File: src/rtl/imem_fetch.sv
// Instruction-fetch front end: direct-mapped, one-word-per-line buffer that
// stalls the PC while a missing word is filled from a multi-cycle memory bus.
module imem_fetch #(
  parameter int LINES = 8
) (
  input  logic        clk,
  input  logic        reset,
  input  logic [31:0] ia,
  input  logic        flush,
  output logic [31:0] instr,
  output logic        Stall,
  output logic        misalign,
  output logic        mem_req,
  output logic [31:0] mem_addr,
  input  logic        mem_ack,
  input  logic [31:0] mem_rdata,
  output logic [31:0] hit_count,
  output logic [31:0] miss_count
);

  localparam int IW = $clog2(LINES);
  localparam int TW = 30 - IW;

  typedef enum logic {
    IDLE = 1'b0,
    FILL = 1'b1
  } state_t;

  state_t            state;
  logic [LINES-1:0]  valid;
  logic [TW-1:0]     tag_mem  [LINES];
  logic [31:0]       data_mem [LINES];

  logic [IW-1:0] idx;
  logic [TW-1:0] tag;
  logic [IW-1:0] fill_idx;
  logic [TW-1:0] fill_tag;
  logic          aligned;
  logic          hit;
  logic          fill_done;
  logic          fwd;

  assign idx      = ia[IW+1:2];
  assign tag      = ia[31:IW+2];
  assign fill_idx = mem_addr[IW+1:2];
  assign fill_tag = mem_addr[31:IW+2];
  assign aligned  = (ia[1:0] == 2'b00);
  assign hit      = aligned && valid[idx] && (tag_mem[idx] == tag);

  assign fill_done = (state == FILL) && mem_ack;
  // Forward only if the PC is still asking for the word being filled.
  assign fwd       = fill_done && (ia[31:2] == mem_addr[31:2]);

  assign misalign = !aligned;

  always_comb begin
    Stall = 1'b0;
    instr = 32'h0000_0000;
    if (aligned) begin
      if (state == IDLE) begin
        if (hit) instr = data_mem[idx];
        else     Stall = 1'b1;
      end else begin
        if (fwd) instr = mem_rdata;
        else     Stall = 1'b1;
      end
    end
  end

  always_ff @(posedge clk or negedge reset) begin
    if (!reset) begin
      state      <= IDLE;
      mem_req    <= 1'b0;
      mem_addr   <= 32'h0000_0000;
      hit_count  <= 32'h0000_0000;
      miss_count <= 32'h0000_0000;
      valid      <= '0;
    end else begin
      if (state == IDLE) begin
        if (aligned && !hit) begin
          state    <= FILL;
          mem_req  <= 1'b1;
          mem_addr <= {ia[31:2], 2'b00};
          if (miss_count != 32'hFFFF_FFFF) miss_count <= miss_count + 32'd1;
        end else if (hit) begin
          if (hit_count != 32'hFFFF_FFFF) hit_count <= hit_count + 32'd1;
        end
      end else if (mem_ack) begin
        state   <= IDLE;
        mem_req <= 1'b0;
      end

      // Flush beats a coincident fill: the line stays invalid.
      if (flush)          valid           <= '0;
      else if (fill_done) valid[fill_idx] <= 1'b1;
    end
  end

  always_ff @(posedge clk) begin
    if (fill_done) begin
      tag_mem[fill_idx]  <= fill_tag;
      data_mem[fill_idx] <= mem_rdata;
    end
  end

endmodule

File: config.mk
export PLATFORM = sky130hd
export DESIGN_NAME = imem_fetch
export DESIGN_NICKNAME = d
export VERILOG_FILES = /design/src/rtl/imem_fetch.sv
export SDC_FILE = /design/constraint.sdc
export NUM_CORES = 1
export LEC_CHECK = 0
export CAP_MARGIN = 20
export CORE_MARGIN = 1
export CORE_UTILIZATION = 47
export CTS_BUF_LIST = sky130_fd_sc_hd__clkbuf_2
export CTS_CLUSTER_SIZE = 20
export DETAILED_ROUTE_END_ITERATION = 10
export PLACE_DENSITY = 0.69
export SYNTH_ARGS = -nofsm -noshare
export SYNTH_HDL_FRONTEND = slang
export SYNTH_SLANG_ARGS = --single-unit
File: constraint.sdc
create_clock -name clk -period 5.14 [get_ports clk]
set_clock_uncertainty 0.1 [all_clocks]
set_input_delay 1.028 -clock clk [delete_from_list [all_inputs] [get_ports clk]]
set_output_delay 1.028 -clock clk [all_outputs]
set_load 0.1 [all_outputs]
==> flow_summary.ini, run 1 <==
[yosys]
synth.area.mux_share = 0.154
ys_types = 47
yosys.area_share.adder = 0.00107
synth_top_family_by_area = multiplexers
synth-edff-count = 472
synth.top_cell.area_share = 0.605
async_flop_share = 0.181
ys_seq_elements = 576
synth-compound-area-share = 0.0152
syn_inst = 1290
synth_top_cell_by_area = edfxtp_1
ys_warn_count = 0
yosysSeqAreaShare = 0.716
syn_area_per_cell_um2 = 18.2
synthFlopType = edfxtp_1
synth_xor_area_frac = 0.0407
yosys-top-cells-area = edfxtp_1 (60%), dfrtp_1 (11%), mux4_2 (10%), mux2i_1 (2.6%), xor2_1 (2.5%)
synthSimpleGateAreaFrac = 0.0596
syn_area_um2 = 23400

[worst_setup_path]
r2r_setup_slack_ns = 1.74
reg2regPathDepth = 10
worstPathMaxFanout = 8
required_ns = 4.01
rr_endpoint = miss_count[14]$_DFFE_PN0P_
r2r-start = tag_mem[2][4]$_DFFE_PP_
endpoint_kind = primary output
crit_type = flip-flop to primary output
cp.arrival_ns = 4.12
critPathLaunchType = flip-flop

[sta]
hold_violations = 0
fin_hold_ws_ns = 0.266
tightestPinTransition_ns = 1.12
tns_ns = -2.05
maxSlewHeadroom = 0.254
min_period_over_period = 1.02
grt_setup_unrepaired = true
worst_slack_ns = -0.103
max_freq_mhz = 191
period_needed_ns = 5.24
setup_violations = 32
slew_viol_final = 0

[grt]
grt_pass1_vias = 14000
grt_pass1_wl_um = 83200
track_usage = 0.225
antenna_found_initial = 2
overflow = 0
grt_max_degree = 59

[route]
dr.pass1.iters = 7
postRouteAntennaNets = 0
vias = 13300
remaining_drc_errors = 0
drt_iter0_drc = 941
wl_per_cell_um = 22.6
wl_um = 55100
avgViaCountPerCell = 5.46

[layout]
layout_common_cells = edfxtp_1 (472), clkbuf_2 (220), clkdlybuf4s50_1 (158)
syn_to_final_growth_pct = 23.8
finalNonFillerCells = 2442
fill_cells = 3838
final_util = 0.591
drive_above_1_share = 0.329
final_common_cell = edfxtp_1
nets = 1733

[hold_path]
min_path_type = input pin to flip-flop
min_path_cells = 3
worstHoldStart = ia[3]
min_to = mem_addr[3]$_DFFE_PN0P_

[clocking]
clock_latency_ns = 1.26
clockRootBuffer = clkbuf_2
clk_pin_slew_ns = 0.09
htreeDepth = 4
cts.sinks = 576
cts_buffer_depth = 3
cts_tree = done
cts_made_buffers = 145

[floorplan]
dieHeight_um = 225
core_area_um2 = 49100
dieWidth_um = 225
start_util = 0.478
dieArea_um2 = 50800
pin_count = 199
num_rows = 81

[run_status]
violations = negative setup slack
outcome = finished, violations left

[placed_design]
io_buffers = 196
dp_slack_ns = -0.0160
numPlacedInstances = 2161
gp_routability_congestion = 0.830
place_hpwl_um = 33300

[power_and_ir_drop]
internal-power_uw = 7090
seqPwrFrac = 0.547
switching_share = 0.302
powerDensity_nw_per_um2 = 350
max-vdd-ir-drop_v = 0.000481
p_sw_uw = 3060
comb_power_share = 0.147
p_clk_frac = 0.306
leakagePower_uw = 0.0105

[flow_run]
maxCapViolCount = 0
how the worst max path moves through the flow:
stage                             start         to  slack (ns)  depth (start not counted)
6_report       tag_mem[7][25]$_DFFE_PP_  instr[29]       -0.10                         10
5_1_grt        tag_mem[7][24]$_DFFE_PP_  instr[29]       -0.34                         10
4_1_cts        tag_mem[2][23]$_DFFE_PP_  instr[28]       -0.25                         10
3_5_place_dp                      ia[2]  instr[16]       -0.02                         12
3_3_place_gp                      ia[2]  instr[22]        0.02                         12
2_1_floorplan                     ia[4]  instr[10]       -0.76                         12
area by class of cell:
type                       count  area [um^2]  share of cell area
sequential                   576        16800               0.578
clock buffer                 220         1100              0.0380
timing repair buffer         282         3160               0.109
multi-input combinational    650         6870               0.237
inverter                       8         30.0             0.00104
clock inverter                41          243             0.00837
tap                          664          831              0.0286
antenna                        1         2.50           0.0000863
state kept, by name, summed over array words and instances (netlist names):
signal / count
mem_addr: 30
mem_req: 1
state: 1
hit_count: 32
miss_count: 32
tag_mem: 216
valid: 8
data_mem: 256
routing by layer:
metal  up-vias  GRT usage  part of all wire
li1       5924          -                 -
met1      6848      0.287              0.41
met3       112     0.0632             0.066
met2       456      0.360              0.49
met4         2      0.101             0.030
met5         -          0           0.00022
timing repair:
item / 4_1_cts / 5_1_grt
cloned: 2 / 0
hold endpoints to repair: 49 / 0
hold buffers: 2 / 0
pin swaps: 19 / 11
resized for setup: 17 / 3
setup endpoints to repair: 33 / 33
buffers inserted: 14 / 3
cells by family (layout without fill, tap and decap cells):
group,Yosys count,after routing
simple gates,257,257
xor+xnor,109,109
other cells,1,3
buf+inv,65,551
mux,221,221
fa+ha+maj,2,2
flops,576,576
compound gates,59,59
worst max-delay path: stages, from the launching register on:
cell	delay, ns
edfxtp_1	0.38
mux4_2	0.47
mux2i_1	0.24
xor2_2	0.23
nand4_1	0.20
nor4_4	0.33
and3_4	0.27
nand2_8	0.13
buf_16	0.23
o21ai_4	0.18
buf_12	0.19
power groups by stage:
| stage | combinational, uW | clock [uW] | sequential, uW |
|---|---|---|---|
| after global routing | 1560 | 3450 | 5580 |
| after global placement | 1460 | 0 | 5640 |
| after CTS | 1500 | 3210 | 5550 |
| after floorplan | 449 | 0 | 6110 |
| final | 1500 | 3110 | 5550 |
| after detailed placement | 1470 | 0 | 5650 |
stage by stage:
step	area [um^2]	total power, uW
after detailed placement	27400	7120
after CTS	29000	10300
after global routing	29000	10600
final	29000	10100
after floorplan	23800	6560
after global placement	27400	7100
synth_stat cells, types with 2 or more instances:
master and number:
o22ai_1 9, nor4_1 11, buf_6 3, xor2_1 67
buf_2 24, o21ba_2 3, edfxtp_1 472, mux2i_1 62
nor2b_1 5, or3_1 6, nor3_1 11, xnor2_1 42
nor2_1 32, and2_1 5, a22oi_1 2, or2_2 5
nand4_2 2, nand2b_1 6, buf_1 2, nand4_1 29
a22o_1 2, mux4_2 107, nand3_1 35, o21ai_0 37
mux2_2 45, clkbuf_1 23, and4_1 6, ha_1 2
inv_1 8, nand2_1 64, buf_4 5, and3_1 26
nor3_2 9, dfrtp_1 104, mux2_1 7
No activity file was read; power rests on OpenSTA's default activity.
==> run 2, diff against run 1 <==
Settings changed: CORE_MARGIN 1 to 3.
==> run 2 against run 1 <==
Compared with the run above:
- the run still ends with negative setup slack left
- non-clock buffer count fell by 25
- maximum frequency rose by 1.7%
- core utilization fell by 0.72 points
- count of clock-buffer cells in the layout fell by 4
- first-iteration DRC count rose by 12%
==> flow_summary.ini, run 2 (synthesized netlist as in run 1, its figures left out) <==
[placed_design]
io_buffers = 196
gp_routability_congestion = 0.856
place_hpwl_um = 32200
numPlacedInstances = 2147
dpl_cell_area_um2 = 27300

[route]
avgViaCountPerCell = 5.52
remaining_drc_errors = 0
vias = 13300
wl_per_cell_um = 22.4
postRouteAntennaNets = 0
wl_um = 54000
dr.pass1.iters = 6
drt_iter0_drc = 1052

[worst_setup_path]
cp_cell_sequence = mux4_2, mux2i_1, xor2_1, nand4_1, nor4_4, and3_4, nand2_8, buf_12, o21ai_2, buf_12
reg2regPathDepth = 10
crit_type = flip-flop to primary output
endpoint_kind = primary output
path_buf_inv = 2
cp_top_family = simple AND/OR/NAND/NOR gates
crit_slowest_cell = mux4_2
cp.depth = 10
critPathLaunchType = flip-flop
worstPathMaxFanout = 17
cp.arrival_ns = 4.03
required_ns = 4.01
crit_path_frequent_cell = buf_12
slowest_delay_ns = 0.47

[run_status]
violations = negative setup slack
outcome = finished, violations left

[clocking]
cts_made_buffers = 142
clk_pin_slew_ns = 0.10
clock_latency_ns = 1.23
clockRootBuffer = clkbuf_2
htreeDepth = 4
cts_tree = done
cts_buffer_depth = 3
cts.sinks = 576

[floorplan]
dieWidth_um = 229
dieArea_um2 = 52600
start_util = 0.477
dieHeight_um = 229
pin_count = 199
core_area_um2 = 49200
num_rows = 81

[sta]
period_needed_ns = 5.15
maxSlewHeadroom = 0.267
grt_setup_unrepaired = true
setup_violations = 12
min_period_over_period = 1.00
hold_violations = 0
max_freq_mhz = 194
worst_slack_ns = -0.0139
slew_viol_final = 0
tightestPinTransition_ns = 1.10

[power_and_ir_drop]
max-vdd-ir-drop_v = 0.000310
powerDensity_nw_per_um2 = 348
leakagePower_uw = 0.0103

[layout]
regMostFlops = data_mem
layout_common_cells = edfxtp_1 (472), clkbuf_2 (216), clkdlybuf4s50_1 (158)
drive_above_1_share = 0.312
finalNonFillerCells = 2411
final_util = 0.584
nets = 1705
fin_area_um2 = 28700
biggestRegsByFlops = data_mem (256), tag_mem (216)
final_common_cell = edfxtp_1
fill_cells = 3783
largest_reg_flops = 256
syn_to_final_growth_pct = 22.5

[grt]
track_usage = 0.210
antenna_found_initial = 1
use_met3 = 0.0583
busiest_layer = met2
met2_usage = 0.326
grtUsageMet1 = 0.291
grt_pass1_vias = 13900
overflow = 0
grt_pass1_wl_um = 82700
grt_max_degree = 69

[flow_run]
maxCapViolCount = 0

[hold_path]
min_path_cells = 2
min_path_type = input pin to flip-flop
-- run 2: layout make-up --
| class | instances | area (um^2) | area share |
|---|---|---|---|
| antenna | 2 | 5.00 | 0.000174 |
| clock buffer | 216 | 1080 | 0.0376 |
| clock inverter | 38 | 198 | 0.00688 |
| inverter | 8 | 30.0 | 0.00105 |
| multi-input combinational | 650 | 6840 | 0.238 |
| sequential | 576 | 16800 | 0.584 |
| tap | 664 | 831 | 0.0289 |
| timing repair buffer | 257 | 2960 | 0.103 |
-- run 2: repair_timing --
| action | 4_1_cts | 5_1_grt |
|---|---|---|
| endpoints found under the hold margin | 67 | 0 |
| endpoints found under the setup margin | 33 | 33 |
| gates cloned | 0 | 0 |
| pin swaps | 3 | 0 |
| hold buffers | 1 | 0 |
| buffers inserted | 5 | 3 |
| resized for setup | 5 | 3 |
-- run 2: worst paths after layout --
path | slack [ns] | start | to
min in group asynchronous | 0.37 | reset | hit_count[13]$_DFFE_PN0P_
setup reg to reg | 1.72 | tag_mem[7][14]$_DFFE_PP_ | hit_count[27]$_DFFE_PN0P_
max in group asynchronous | 3.38 | reset | valid[2]$_DFFE_PN0P_
hold reg to reg | 0.39 | hit_count[4]$_DFFE_PN0P_ | hit_count[4]$_DFFE_PN0P_
setup / recovery | -0.01 | tag_mem[7][14]$_DFFE_PP_ | instr[0]
hold / removal | 0.26 | ia[4] | mem_addr[4]$_DFFE_PN0P_
-- run 2: per-layer routing --
layer  up-vias  share of wire
met4         0          0.020
met3        79          0.074
met2       519           0.49
met1      6855           0.42
met5         -              0
li1       5860              -
-- run 2: report_power, final --
part | total, uW | switching (uW) | internal [uW]
registers | 5540 | 218 | 5330
logic | 1470 | 1020 | 453
clock network | 2990 | 1780 | 1210
-- run 2: metrics by stage --
stage / power, uW / hold WS, ns / TNS, ns / setup slack [ns]
after CTS: 10100 / 0.0741 / -5.78 / -0.207
after detailed placement: 7110 / 0.373 / 0 / 0.0209
after floorplan: 6560 / 0.361 / -0.756 / -0.756
after global placement: 7080 / 0.375 / 0 / 0.0738
after global routing: 10500 / 0.0872 / -9.40 / -0.322
final: 10000 / 0.265 / -0.0770 / -0.0139
